===== config.mk =====
export PLATFORM = sky130hd
export DESIGN_NAME = lift_car_executor
export DESIGN_NICKNAME = d
export VERILOG_FILES = /design/src/rtl/lift_pkg.sv /design/src/rtl/lift_cycle_timer.sv /design/src/rtl/lift_car_executor.sv
export SDC_FILE = /design/constraint.sdc
export NUM_CORES = 1
export LEC_CHECK = 0
export ABC_AREA = 1
export CORE_MARGIN = 3
export CORE_UTILIZATION = 30
export DETAILED_ROUTE_END_ITERATION = 16
export GPL_TIMING_DRIVEN = 0
export PLACE_DENSITY = 0.52
export REMOVE_ABC_BUFFERS = 1
export SETUP_SLACK_MARGIN = 0.5
export SLEW_MARGIN = 30
export SYNTH_ARGS = -nofsm -noshare
export SYNTH_HDL_FRONTEND = slang
export SYNTH_SLANG_ARGS = --single-unit

===== constraint.sdc =====
create_clock -name Clock -period 4.7 [get_ports Clock]
set_clock_uncertainty 0.2 [all_clocks]
set_input_delay 0.94 -clock Clock [delete_from_list [all_inputs] [get_ports Clock]]
set_output_delay 0.94 -clock Clock [all_outputs]
set_load 0.02 [all_outputs]

===== src/rtl/lift_pkg.sv =====
// lift_pkg: definitions shared by the lift controller and the car executor.
//   action_e  : command encoding carried on the Action bus
//   FLOOR_W   : width of a floor number
//   TOP_FLOOR : highest floor index (4th floor)
package lift_pkg;

    localparam int unsigned FLOOR_W = 2;
    localparam logic [FLOOR_W-1:0] TOP_FLOOR = 2'd3;

    typedef enum logic [1:0] {
        ACT_UP   = 2'd0,
        ACT_DOWN = 2'd1,
        ACT_STAY = 2'd2,
        ACT_HOME = 2'd3
    } action_e;

endpackage


===== src/rtl/lift_cycle_timer.sv =====
// lift_cycle_timer: 8-bit loadable down-counter.
//   Clock, Reset : system clock, synchronous active-high reset (count -> 0)
//   load         : load load_value on the next edge (wins over counting)
//   load_value   : value to load
//   count        : current count
//   zero         : count == 0; the counter holds at 0 until reloaded
module lift_cycle_timer (
    input  logic       Clock,
    input  logic       Reset,
    input  logic       load,
    input  logic [7:0] load_value,
    output logic [7:0] count,
    output logic       zero
);

    logic [7:0] count_d;
    logic [7:0] count_q;

    always_comb begin
        count_d = count_q;
        if (load) begin
            count_d = load_value;
        end else if (count_q != '0) begin
            count_d = count_q - 8'd1;
        end
    end

    always_ff @(posedge Clock) begin
        if (Reset) begin
            count_q <= '0;
        end else begin
            count_q <= count_d;
        end
    end

    assign count = count_q;
    assign zero  = (count_q == '0);

endmodule


===== src/rtl/lift_car_executor.sv =====
// lift_car_executor: executes one command at a time for a 4-floor lift car.
//   Clock, Reset : system clock, synchronous active-high reset
//   Action       : command (Up / Down / Stay / Reset-home), sampled only when Ready
//   Ready        : idle, Action sampled on this cycle's rising edge
//   Floor        : current floor 0..3
//   Moving       : car between floors; Direction 1 = up, 0 = down
//   DoorOpen     : door open at Floor
//   Arrived      : one-cycle pulse on every floor change
//   Fault        : sticky illegal-command flag, cleared only by Reset
//   TripCount    : saturating count of completed one-floor hops
// All outputs are registered; the flag outputs are decoded from the next state.
module lift_car_executor
    import lift_pkg::*;
#(
    parameter int unsigned TRAVEL_CYCLES = 4,
    parameter int unsigned DOOR_CYCLES   = 3
) (
    input  logic               Clock,
    input  logic               Reset,
    input  logic [1:0]         Action,
    output logic               Ready,
    output logic [FLOOR_W-1:0] Floor,
    output logic               Moving,
    output logic               Direction,
    output logic               DoorOpen,
    output logic               Arrived,
    output logic               Fault,
    output logic [7:0]         TripCount
);

    typedef enum logic [2:0] {
        S_IDLE,
        S_MOVE_UP,
        S_MOVE_DOWN,
        S_HOMING,
        S_DOOR,
        S_FAULT
    } state_e;

    localparam logic [7:0] HOP_LOAD  = 8'(TRAVEL_CYCLES - 1);
    localparam logic [7:0] DOOR_LOAD = 8'(DOOR_CYCLES - 1);

    state_e             state_d, state_q;
    logic [FLOOR_W-1:0] floor_d, floor_q;
    logic [7:0]         trip_d, trip_q;
    logic               arrived_d, arrived_q;
    logic               ready_d, ready_q;
    logic               moving_d, moving_q;
    logic               direction_d, direction_q;
    logic               door_open_d, door_open_q;
    logic               fault_d, fault_q;

    logic       hop_load, door_load;
    logic       hop_zero, door_zero;
    logic [7:0] hop_count, door_count;

    lift_cycle_timer u_hop_timer (
        .Clock      (Clock),
        .Reset      (Reset),
        .load       (hop_load),
        .load_value (HOP_LOAD),
        .count      (hop_count),
        .zero       (hop_zero)
    );

    lift_cycle_timer u_door_timer (
        .Clock      (Clock),
        .Reset      (Reset),
        .load       (door_load),
        .load_value (DOOR_LOAD),
        .count      (door_count),
        .zero       (door_zero)
    );

    always_comb begin
        state_d   = state_q;
        floor_d   = floor_q;
        trip_d    = trip_q;
        arrived_d = 1'b0;
        hop_load  = 1'b0;
        door_load = 1'b0;

        case (state_q)
            S_IDLE: begin
                case (action_e'(Action))
                    ACT_UP: begin
                        if (floor_q != TOP_FLOOR) begin
                            state_d  = S_MOVE_UP;
                            hop_load = 1'b1;
                        end else begin
                            state_d = S_FAULT;
                        end
                    end
                    ACT_DOWN: begin
                        if (floor_q != '0) begin
                            state_d  = S_MOVE_DOWN;
                            hop_load = 1'b1;
                        end else begin
                            state_d = S_FAULT;
                        end
                    end
                    ACT_HOME: begin
                        if (floor_q != '0) begin
                            state_d  = S_HOMING;
                            hop_load = 1'b1;
                        end
                    end
                    default: ;
                endcase
            end
            S_MOVE_UP: begin
                if (hop_zero) begin
                    floor_d   = floor_q + 1'b1;
                    arrived_d = 1'b1;
                    trip_d    = (trip_q == 8'hFF) ? trip_q : trip_q + 8'd1;
                    state_d   = S_DOOR;
                    door_load = 1'b1;
                end
            end
            S_MOVE_DOWN, S_HOMING: begin
                if (hop_zero) begin
                    floor_d   = floor_q - 1'b1;
                    arrived_d = 1'b1;
                    trip_d    = (trip_q == 8'hFF) ? trip_q : trip_q + 8'd1;
                    // Homing reloads the hop timer in the same edge so Moving
                    // never drops between chained hops.
                    if (state_q == S_HOMING && floor_q != 2'd1) begin
                        hop_load = 1'b1;
                    end else begin
                        state_d   = S_DOOR;
                        door_load = 1'b1;
                    end
                end
            end
            S_DOOR: begin
                if (door_zero) begin
                    state_d = S_IDLE;
                end
            end
            S_FAULT: ;
            default: state_d = S_IDLE;
        endcase

        ready_d     = (state_d == S_IDLE);
        moving_d    = (state_d == S_MOVE_UP) || (state_d == S_MOVE_DOWN) ||
                      (state_d == S_HOMING);
        direction_d = (state_d == S_MOVE_UP);
        door_open_d = (state_d == S_DOOR);
        fault_d     = (state_d == S_FAULT);
    end

    always_ff @(posedge Clock) begin
        if (Reset) begin
            state_q     <= S_IDLE;
            floor_q     <= '0;
            trip_q      <= '0;
            arrived_q   <= 1'b0;
            ready_q     <= 1'b1;
            moving_q    <= 1'b0;
            direction_q <= 1'b0;
            door_open_q <= 1'b0;
            fault_q     <= 1'b0;
        end else begin
            state_q     <= state_d;
            floor_q     <= floor_d;
            trip_q      <= trip_d;
            arrived_q   <= arrived_d;
            ready_q     <= ready_d;
            moving_q    <= moving_d;
            direction_q <= direction_d;
            door_open_q <= door_open_d;
            fault_q     <= fault_d;
        end
    end

    assign Ready     = ready_q;
    assign Floor     = floor_q;
    assign Moving    = moving_q;
    assign Direction = direction_q;
    assign DoorOpen  = door_open_q;
    assign Arrived   = arrived_q;
    assign Fault     = fault_q;
    assign TripCount = trip_q;

endmodule


## Yosys cells after proc, flatten, opt, wreduce, memory -nomap -nowiden

Cells that the tools add are included.

| cells by class | value |
|---|---|
| $add $sub $neg | 5 |
| reductions and logical operators | 22 |
| $lt $le $gt $ge | 0 |
| divide/modulo/power cells | 0 |
| bitwise gates (word level) | 2 |
| muxes and demuxes | 26 |
| multiply operators | 0 |
| shifts and indexed selects | 0 |
| equality and inequality tests | 17 |

Operators by type and width:

| operator | number |
|---|---|
| $mux W3 | 7 |
| $logic_not A8 Y1 | 2 |
| $reduce_bool A8 Y1 | 2 |
| $sub A8 B1 Y8 const B | 2 |
| $pmux W3 S5 | 1 |
| $eq A3 B2 Y1 const B | 4 |
| $eq A3 B3 Y1 const B | 4 |
| $mux W2 | 6 |
| $reduce_or A2 Y1 | 5 |
| $pmux W3 S3 | 1 |
| $add A8 B1 Y8 const B | 1 |
| $eq A8 B8 Y1 const B | 1 |
| $reduce_bool A2 Y1 | 4 |
| $mux W1 | 7 |
| $eq A3 B1 Y1 const B | 2 |
| $logic_not A3 Y1 | 2 |
| $ne A2 B2 Y1 const B | 3 |
| $pmux W1 S2 | 3 |
| $reduce_and A3 Y1 | 2 |
| $pmux W2 S2 | 1 |
| $reduce_or A3 Y1 | 1 |
| $add A2 B1 Y2 const B | 1 |
| $eq A2 B1 Y1 const B | 1 |
| $eq A2 B2 Y1 const B | 1 |
| 6 further kinds | 8 |

| word-level totals | value |
|---|---|
| memories | 0 |
| register bits | 35 |
| output and inout bits | 16 |
| bits in writable memories | 0 |
| bits of input ports | 4 |
| logic and storage cells | 85 |
| latch bits | 0 |
| ROM bits | 0 |

## Logic depth before layout (Yosys ltp)

| depth | value |
|---|---|
| depth after elaboration | 8 |
| mapped depth | 13 |
| gate-level depth less buffers | 13 |

## Modules after synthesis

Synthesis repeated with hierarchy kept, for this count alone.

| unflattened totals | value |
|---|---|
| cells, all modules | 304 |
| area, all modules | 2015.7 µm² |

Modules (own cells, without submodules):

| module | cells each | times used | seq. area each (µm²) | area an instance (µm²) |
|---|---|---|---|---|
| lift_car_executor | 164 | 1 | 380.4 | 1069.8 |
| lift_cycle_timer | 70 | 2 | 160.2 | 473.0 |

## Least setup slack after synthesis

No wires, ideal clock.

| timing path | value |
|---|---|
| path kind | input to register |
| from | input port Reset |
| to | register direction_q (netlist: Direction) |
| library setup time | 0.113 ns |
| setup slack | 2.769 ns |
| cell stages on the path | 5 |
| data arrival time | 1.617 ns |
| data required time | 4.387 ns |
| path buffers | 2 |
| cell sequence | clkbuf_1 > inv_1 > clkbuf_8 > nand3_1 > nor2_1 |

RTL lines:

| element | RTL line | RTL |
|---|---|---|
| from (decl) | lift_car_executor.sv:19 | `input logic Reset,` |
| to (signal assigned) | lift_car_executor.sv:170 | `direction_q <= direction_d;` |
| to (decl) | lift_car_executor.sv:49 | `logic direction_d, direction_q;` |

## Worst setup path after layout

| timing path | value |
|---|---|
| from | register trip_q[5] (netlist: TripCount[5]) |
| to | output port TripCount[5] |

RTL lines:

| element | RTL line | RTL |
|---|---|---|
| from (decl) | lift_car_executor.sv:45 | `logic [7:0] trip_d, trip_q;` |
| from (signal assigned) | lift_car_executor.sv:166 | `trip_q <= trip_d;` |
| to (decl) | lift_car_executor.sv:28 | `output logic [7:0] TripCount` |

No word-level cell between the ends.

==> impl_metrics.toml <==
[run_status]
status = "complete, no violations"

[floorplanning]
boundaryPins = 20
die_y_um = 83.9
floorplan.die.width_um = 83.9
core_area_um2 = 5680
die-area_um2 = 7030
num_rows = 27
initial_core_util = 0.321

[flow_run]
maxCapViolations = 0

[power_and_ir_drop]
p_seq_frac = 0.324
switching_share = 0.451
p_switching_mw = 0.637
p_int_mw = 0.776
power_mw = 1.41
p_clk_frac = 0.151
vdd_drop_max_uv = 306
comb_power_share = 0.526
leakage_nw = 0.973
p_per_area_nw_per_um2 = 651

[drt]
firstDrtPassIters = 4
wire_per_inst_um = 10.3
vias = 1561
drc = 0
ant_nets = 0
viasPerCell = 4.42
wl_mm = 3.65
drtIter0Drc = 88

[worst_setup_path]
worst-path-buf-inv = 1
crit_path_end_kind = "output port"
crit_arrival_ns = 1.38
worst_setup_path_start_kind = "flip-flop"
critPathRequiredTime_ns = 3.56
critical_path.max_fanout = 6
path_delay_family = "buffers and inverters"
worst-setup-path-type = "reg -> out"
slowest_stage = "clkdlybuf4s50_1"
cpPeakStageDelay_ns = 0.65
path_cells = "clkdlybuf4s50_1"

[sta]
tightest_slew_ns = 0.465
drv_slew = 0
finalSetupViolations = 0
relSlewSlack = 0.690
hold_viol_final = 0
fin_crit_sh = 0.536
rsz0062_at_grt = "no"
max_freq_mhz = 397
final.setup.tns_ns = 0
period_needed_ns = 2.52

[placement]
place_area_um2 = 2080
detailed_place_hpwl_mm = 2.79
placed_cells = 345
io_buffers = 19
gp_congestion = 0.761

[clock_network]
cts_resized = 0
clockBufferDepth = 2
post-cts-setup-buffer-count = 0
holdBufCountCts = 0
path_clk_slew_ns = 0.07
cts-root-buf = "clkbuf_8"
htree_levels = 2
cts_tree = "done"
cts_buffers = 5
clk_latency_ns = 0.28
cts_sinks = 35

[layout]
fin_area_um2 = 2170
area_growth_pct = 19.3
drive_gt1_frac = 0.103
diodes = 0
utilization = 0.382
nNetsFinal = 290
fin_cells = 353

[global_routing]
antenna_found_initial = 0
first_global_vias = 1409
grt_pass1_wl_mm = 6.46
gr-total-overflow = 0
grt_start_max_net_pins = 15
grt_use_total = 0.111

[yosys]
ys_ff_latch = 35
synth.distinct_cells = 26
synth_most_common_cell = "nand2_1"
synth_edf_count = 0
syn_area_per_cell_um2 = 7.11
yosys-top-cells-area = "dfxtp_1, nand2_1, nor2_1"
synthFlopType = "dfxtp_1"
netlist_area_um2 = 1820
async_reset_ff_frac = 0
synth_top_area_share = 0.385
yosys-top-cells-count = "nand2_1, dfxtp_1, nor2_1, inv_1, a21oi_1"
yosysSeqAreaShare = 0.385
synth_top_area_cell = "dfxtp_1"
synth_cells = 256
yosysWarningCount = 0

[hold_path]
hold_path_class = "reg -> reg"
layer usage:
layer | up-vias | GRT usage | part of all wire
li1 | 853 | - | -
met1 | 680 | 0.161 | 0.53
met2 | 24 | 0.155 | 0.41
met3 | 4 | 0.0316 | 0.044
met4 | 0 | 0.0395 | 0.012
met5 | - | 0 | 0
worst reg2reg max path, stage by stage, from the launching register on:
cell and delay, ns:
dfxtp_1 0.32, inv_1 0.09, ha_1 0.24, nand2_4 0.12
nor2_8 0.21, nand2_4 0.12, nor2_8 0.17, nand3_1 0.09
nand2_1 0.07, nor2_1 0.04
power by group through the flow:
stage | logic (mW) | clock network [mW] | registers (mW)
after floorplan | 0.547 | 0 | 0.486
final | 0.743 | 0.213 | 0.458
after CTS | 0.753 | 0.223 | 0.459
after global routing | 0.863 | 0.234 | 0.472
after detailed placement | 0.749 | 0 | 0.465
after global placement | 0.746 | 0 | 0.464
state kept, by name (all words and copies together) (netlist names):
name / cells
TripCount: 8
u_door_timer.count: 8
u_hop_timer.count: 8
state_q: 3
Floor: 2
Arrived: 1
Direction: 1
DoorOpen: 1
Fault: 1
Moving: 1
Ready: 1
worst paths after layout:
kind / from / end / slack, ns / cells after the start
max: TripCount[5] / TripCount[5] / 2.18 / 1
min: u_door_timer.count[6] / u_door_timer.count[6] / 0.27 / 2
max reg2reg: u_hop_timer.count[0] / TripCount[2] / 2.95 / 9
min reg2reg: u_door_timer.count[6] / u_door_timer.count[6] / 0.27 / 2
area by class of cell:
cell class	count	area, µm²
Fill cell	636	3500
Multi-Input combinational cell	183	966
Clock inverter	3	20.0
Tap cell	72	90.1
Clock buffer	5	68.8
Sequential cell	35	701
Timing Repair Buffer	19	190
Inverter	36	135
metrics by stage:
stage / worst slack (ns) / hold slack (ns)
after floorplan: 2.91 / 0.245
after global placement: 1.89 / 0.254
after detailed placement: 1.85 / 0.264
after CTS: 2.15 / 0.276
after global routing: 2.06 / 0.296
final: 2.18 / 0.274
cells by family (layout without fill, tap and decap cells):
kind of cell             count (synthesis)  in the layout  share of synthesized area
AO/OA/AOI/OAI                           33             33                     0.0963
AND/OR/NAND/NOR                        135            135                      0.350
adder cells (fa/ha/maj)                  6              6                     0.0413
buffers and inverters                   38             63                     0.0839
XOR/XNOR                                 9              9                     0.0433
flip-flops                              35             35                      0.385
cells in the final DEF, fill, tap and decap left out, drive strengths merged:
cell type	instances
nand4	3
a21oi	19
clkinv	1
clkdlybuf4s50	19
nor2	42
clkinvlp	2
inv	36
o21a	1
nand2	65
ha	6
o21bai	1
xnor2	5
dfxtp	35
xor2	4
nor3	4
and3	1
or2	2
o21ai	10
nand3	18
o31ai	2
clkbuf	5
Power figures use the tool's default switching activity.
